==> src/rtl/demux_1x4_5bit_reg.sv <==
// ---------------------------------------------------------------------------
// demux_1x4_5bit_reg
//
// Registered 1-to-4 demultiplexer. A single valid/ready input stream carries a
// WIDTH-bit value and a 2-bit destination index. Each accepted value is loaded
// into the one-entry holding register of the selected destination. Each of the
// four holding registers is drained by its own consumer through its own
// valid/ready handshake.
//
// Only in_ready is combinational. It depends on in_sel, the slot valid flags
// and out_ready, and never on in_valid. Every data output comes from a
// register, so there is no combinational path from in_data to any outk.
//
// Parameters
//   WIDTH       data width of the input and of every output slot
//   CNT_W       width of the accepted-transfer counter
//
// Ports
//   clk         rising-edge clock
//   rst_n       asynchronous active-low reset
//   in_data     value to route
//   in_sel      destination slot index 0..3
//   in_valid    in_data/in_sel are valid this cycle
//   in_ready    selected slot can take a value this cycle (combinational)
//   out0..out3  holding-register contents of each slot
//   out_valid   bit k set while slot k holds unconsumed data
//   out_ready   bit k: consumer k takes outk this cycle
//   busy        at least one slot holds unconsumed data
//   accept_cnt  running count of accepted input transfers, wraps
// ---------------------------------------------------------------------------
module demux_1x4_5bit_reg #(
    parameter int unsigned WIDTH = 5,
    parameter int unsigned CNT_W = 8
) (
    input  logic             clk,
    input  logic             rst_n,

    input  logic [WIDTH-1:0] in_data,
    input  logic [1:0]       in_sel,
    input  logic             in_valid,
    output logic             in_ready,

    output logic [WIDTH-1:0] out0,
    output logic [WIDTH-1:0] out1,
    output logic [WIDTH-1:0] out2,
    output logic [WIDTH-1:0] out3,
    output logic [3:0]       out_valid,
    input  logic [3:0]       out_ready,

    output logic             busy,
    output logic [CNT_W-1:0] accept_cnt
);

    // -----------------------------------------------------------------------
    // State
    // -----------------------------------------------------------------------
    logic [WIDTH-1:0] data_q [4];
    logic [WIDTH-1:0] data_d [4];
    logic [3:0]       valid_q;
    logic [3:0]       valid_d;
    logic [CNT_W-1:0] cnt_q;
    logic [CNT_W-1:0] cnt_d;

    logic             acc;
    logic [3:0]       load;
    logic [3:0]       take;

    // -----------------------------------------------------------------------
    // Input handshake
    // -----------------------------------------------------------------------
    // Only the addressed slot can stall the producer. A full slot that is
    // drained in the same cycle can still accept a value, which gives
    // 1 transfer per cycle per slot.
    always_comb begin
        in_ready = ~valid_q[in_sel] | out_ready[in_sel];
    end

    assign acc = in_valid & in_ready;

    // -----------------------------------------------------------------------
    // Per-slot next state
    // -----------------------------------------------------------------------
    always_comb begin
        for (int k = 0; k < 4; k++) begin
            load[k]   = acc & (in_sel == 2'(k));
            take[k]   = valid_q[k] & out_ready[k];
            // A load wins over a drain in the same cycle. The slot stays
            // valid and holds the new value.
            valid_d[k] = load[k] | (valid_q[k] & ~take[k]);
            // Data is kept after a drain rather than cleared, so it changes
            // only on a load.
            data_d[k]  = load[k] ? in_data : data_q[k];
        end
    end

    always_comb begin
        cnt_d = acc ? cnt_q + CNT_W'(1) : cnt_q;
    end

    // -----------------------------------------------------------------------
    // Registers
    // -----------------------------------------------------------------------
    always_ff @(posedge clk or negedge rst_n) begin
        if (!rst_n) begin
            for (int k = 0; k < 4; k++) begin
                data_q[k] <= '0;
            end
            valid_q <= '0;
            cnt_q   <= '0;
        end else begin
            for (int k = 0; k < 4; k++) begin
                data_q[k] <= data_d[k];
            end
            valid_q <= valid_d;
            cnt_q   <= cnt_d;
        end
    end

    // -----------------------------------------------------------------------
    // Outputs (all register-derived)
    // -----------------------------------------------------------------------
    assign out0       = data_q[0];
    assign out1       = data_q[1];
    assign out2       = data_q[2];
    assign out3       = data_q[3];
    assign out_valid  = valid_q;
    assign busy       = |valid_q;
    assign accept_cnt = cnt_q;

endmodule

==> config.mk <==
export PLATFORM = sky130hd
export DESIGN_NAME = demux_1x4_5bit_reg
export DESIGN_NICKNAME = d
export VERILOG_FILES = /design/src/rtl/demux_1x4_5bit_reg.sv
export SDC_FILE = /design/constraint.sdc
export NUM_CORES = 1
export LEC_CHECK = 0
export ABC_AREA = 1
export CAP_MARGIN = 20
export CORE_MARGIN = 5
export CORE_UTILIZATION = 46
export CTS_CLUSTER_SIZE = 25
export DETAILED_ROUTE_END_ITERATION = 10
export PLACE_DENSITY = 0.79
export SYNTH_ARGS = -nofsm -noshare
export SYNTH_HDL_FRONTEND = slang
export SYNTH_SLANG_ARGS = --single-unit
==> constraint.sdc <==
create_clock -name clk -period 1.4 [get_ports clk]
set_input_delay 0.21 -clock clk [delete_from_list [all_inputs] [get_ports clk]]
set_output_delay 0.21 -clock clk [all_outputs]
set_load 0.01 [all_outputs]
== Word-level counts from Yosys, hierarchy flattened ==
Index checks and enable logic that the tools add are counted.

* Output and inout port bits: 34
* Register bits after elaboration: 32
* Logic and storage cells: 40

* $add $sub $neg: 1
* Eq/ne operators: 3
* Muxes and demuxes: 4
* Reduce and logical (&&, ||, !) cells: 2
* Bitwise logic cells: 23
* $lt $le $gt $ge: 1

{| class="wikitable"
|+ Operator list
! operator !! number
|-
| $and 1x1->1 || 13
|-
| $add 8x1->8 const B || 1
|-
| $not 1->1 || 5
|-
| $or 1x1->1 || 5
|-
| $bmux 1 s2 || 2
|-
| $eq 2x2->1 const B || 2
|-
| $reduce_or 4->1 || 1
|-
| $lt 2x3->1 const B || 1
|-
| $eq 2x1->1 const B || 1
|-
| $logic_not 2->1 || 1
|-
| $mux 1 || 2
|}

== Depth between registers and ports, before layout ==
* Depth after elaboration: 7
* Mapped depth: 11

== Worst setup path before layout ==
No wires, ideal clock.

* Path type: input-to-reg
* Start point: input in_sel[0]
* End point: register cnt_q[2] (netlist: accept_cnt[2])
* Stages on the path: 10
* Path buffers: 2
* Data required time: 1.278 ns
* Arrival time: 1.106 ns
* Setup slack: 0.172 ns
* Cell sequence: buf_4 -> nor2_4 -> nand2_2 -> nand2_1 -> nor2_2 -> nand2_4 -> buf_8 -> nand2_8 -> nand2_1 -> o21ai_2

* Longest elaborated chain between the ends: 5
* Elaborated cells between the ends (all ways): 7

{| class="wikitable"
|+ Ends and longest elaborated chain
! element !! RTL line !! RTL
|-
| start, declared || 39 || <nowiki>input logic [1:0] in_sel,</nowiki>
|-
| $bmux 1 s2 || 75 || <nowiki>in_ready = ~valid_q[in_sel] | out_ready[in_sel];</nowiki>
|-
| $mux 1 (implied by the code) || 75 ||
|-
| $not 1->1 || 75 ||
|-
| $or 1x1->1 * || 75 ||
|-
| $and 1x1->1 * || 78 || <nowiki>assign acc = in_valid & in_ready;</nowiki>
|-
| end signal, assigned || 115 || <nowiki>cnt_q <= cnt_d;</nowiki>
|-
| end, declared || 61 || <nowiki>logic [CNT_W-1:0] cnt_q;</nowiki>
|}

Every way passes the cells marked *; elsewhere a longest branch is shown, timed or not. The select of a mux whose other input is x is not followed.
A chain may end at the register's enable or synchronous reset.

== Worst setup path in the final report ==
* Start point: register valid_q[0] (netlist: out_valid[0])
* End point: output busy

* Longest elaborated chain between the ends: 1

{| class="wikitable"
|+ Ends and longest elaborated chain
! element !! RTL line !! RTL
|-
| start, declared || 59 || <nowiki>logic [3:0] valid_q;</nowiki>
|-
| start signal, assigned || 114 || <nowiki>valid_q <= valid_d;</nowiki>
|-
| $reduce_or 4->1 || 127 || <nowiki>assign busy = |valid_q;</nowiki>
|-
| end, declared || 50 || <nowiki>output logic busy,</nowiki>
|}

Every way passes these cells.

==> reports/qor.csv <==
metric,value,unit
vias in the first global route,1517,
Crit Path Category,register to output port,
DRT Wirelength,4220,um
clock share of power,0.185,
final core utilization,0.726,
post-layout min period,1370,ps
f_max,729,MHz
# DRC,0,
Num Clock Sinks,32,
Mapped Avg Cell Area,8.54,um^2
Final #Nets,277,
final setup violation count,0,
Tightest Pin Transition,317,ps
DP HPWL,2940,um
crit path DAT,1160,ps
Crit path max-delay family,flip-flops,
Worst-path clk slew,100,ps
"most common cell after layout, fill and taps aside",nand2_1,
CTS tree,done,
CTS max path bufs,2,
Final Wtd Congestion,0.874,
CTS HTree Levels,2,
Slew headroom,0.788,
Gate power share,0.394,
Via density,5.04,
number of synthesized flops with an enable pin,0,
CP max stage delay,400,ps
Pwr Density,1210,nW/um^2
Inserted Clock Buffers,5,
RSZ-0062 raised after global routing,true,
Netlist cell types,24,
core area,3340,um^2
share of layout cells above drive strength 1,0.236,
Sw Share,0.342,
Die ar.,4710,um^2
I/O Buffers,47,
CP required,1190,ps
number of routed nets with antenna violations,0,
Net Switching,999,uW
"Seq/Total Area, Yosys",0.507,
cell breakdown of the critical path,"buf_4, inv_2, nand4_1, buf_2",
Yosys reg bits,32,
total global-route track usage,0.190,
Synth top area share,0.507,
Mapped Area,1580,um^2
initial antenna violation count,0,
slowest CP cell,dfrtp_1,
Max IR drop VDD,0.000631,V
total power,2.92,mW
n_diodes,0,
1st-pass router iterations,5,
Synth warnings,0,
most frequent cells in the layout,"69 x nand2_1, 33 x dlygate4sd2_1, 32 x dfrtp_1",
grt ovf,0,
I/O pin cnt,48,
Rows,21,
Pleak,1.32,nW
Min-Delay Path Class,primary input to asynchronous set/reset pin,
Area growth syn-to-layout,53.2,%
"Slew Viols, Final",0,
Die Y,68.6,um
largest net degree at the start of global routing,33,
Internal,1.92,mW
worst path bufs/invs,3,
"Top FF cell, synth",dfrtp_1,
clock root buffer master,clkbuf_4,
Synth async-reset ratio,1.00,
Synth Instances,185,
Max Cap Viol,0,
vias,1557,
Detailed Route Iter0 Violations,73,
Die W,68.6,um
"Hold Vio Cnt, Final",0,
Starting Density,0.474,
Seq pwr share,0.422,
cell taking the most area after synthesis,dfrtp_1,
# hold bufs at CTS,0,
largest cells by area after synthesis,"dfrtp_1 51%, nand2_1 18%, nand4_1 8.7%, nand3_1 4.1%, inv_1 2.9%",
post-DR wirelength/cell,13.7,um
first-pass GRT wire length,6520,um
CP startpoint kind,register,
run status,"finished, final reports clean",
crit-path max FO,2,
crit share post-route,0.980,
CP Capture Type,output port,
clock skew,6.07,ps
"Clk Latency, worst-skew pair",330,ps
syn_nets,200,
-- timing repair --
| action | in CTS | in global routing |
|---|---|---|
| gates resized for setup | 48 | 14 |
| buffers inserted | 5 | 0 |
| cloned | 0 | 2 |
| hold endpoints to repair | 0 | 0 |
| pin swaps | 1 | 7 |
| endpoints found under the setup margin | 66 | 32 |
-- worst register-to-register path, cell delays in order (launching register included) --
cell and delay, ps:
dfrtp_1 400, nand2_1 60, nand2_1 60, nand2_1 80
nand2_2 70, nand2_4 70, buf_8 150, buf_6 140
nand2_8 70, nand2_1 80, nand2_1 60
-- power groups by stage --
stage | Clock (mW) | Sequential, mW | Combinational, mW
floorplan | 0 | 1.38 | 0.382
global placement | 0 | 1.29 | 1.10
detailed placement | 0 | 1.29 | 1.13
CTS | 0.560 | 1.23 | 1.10
global route | 0.609 | 1.26 | 1.26
finish | 0.539 | 1.23 | 1.15
-- cells by family (layout without fill, tap and decap cells) --
| logic type | Yosys count | after routing | synth area share |
|---|---|---|---|
| AND/OR/NAND/NOR | 121 | 121 | 0.375 |
| XOR/XNOR | 4 | 4 | 0.0222 |
| AO/OA/AOI/OAI | 7 | 7 | 0.0269 |
| flip-flops | 32 | 32 | 0.507 |
| buffers and inverters | 20 | 98 | 0.0610 |
| adder cells (fa/ha/maj) | 1 | 1 | 0.00792 |
-- state kept, by name (all words and copies together), names as in the netlist --
signal / flops
out3: 5
accept_cnt: 8
out2: 5
out_valid: 4
out1: 5
out0: 5
-- Yosys cell counts, types with 2 or more instances --
cell,count
buf_2,2
buf_4,2
dfrtp_1,32
inv_1,12
nand2_1,74
nand3_1,13
nand3_4,2
nand4_1,22
nor2_1,4
o21ai_0,5
o21ai_2,2
xnor2_1,3
-- final timing paths --
kind / depth (start not counted) / slack, ps / endpoint / start
hold / removal: 2 / 240 / out3[0] / rst_n
hold reg to reg: 2 / 480 / out1[0] / out1[0]
min in group clk: 2 / 460 / out_valid[2] / out_ready[2]
setup reg to reg: 10 / 70 / accept_cnt[5] / out_valid[0]
setup / recovery: 4 / 30 / busy / out_valid[0]
max in group asynchronous: 2 / 1000 / accept_cnt[1] / rst_n
-- area by class of cell --
type | instances | area (um^2)
Timing Repair Buffer | 77 | 742
Clock inverter | 2 | 10.0
Sequential cell | 32 | 801
Multi-Input combinational cell | 133 | 711
Fill cell | 271 | 916
Tap cell | 46 | 57.6
Clock buffer | 6 | 51.3
Inverter | 13 | 48.8
-- through the flow --
stage | instance area (um^2) | hold slack (ps) | setup slack [ps] | setup TNS [ps] | instances
after global placement | 2270 | 454 | -519 | -12920 | 294
after CTS | 2330 | 226 | 1.33 | 0 | 307
final | 2420 | 237 | 27.4 | 0 | 309
after floorplan | 1580 | -85.6 | 172 | 0 | 185
after global routing | 2420 | 244 | -49.7 | -170 | 309
after detailed placement | 2270 | 460 | -567 | -14730 | 294
-- layer usage --
| metal | up-vias | GRT usage | wire, um |
|---|---|---|---|
| met5 | - | 0 | 0 |
| met4 | 0 | 0.117 | 71 |
| met3 | 10 | 0.0502 | 198 |
| met2 | 48 | 0.300 | 2110 |
| met1 | 733 | 0.231 | 1850 |
| li1 | 766 | - | - |
No activity file was read; power rests on OpenSTA's default activity.
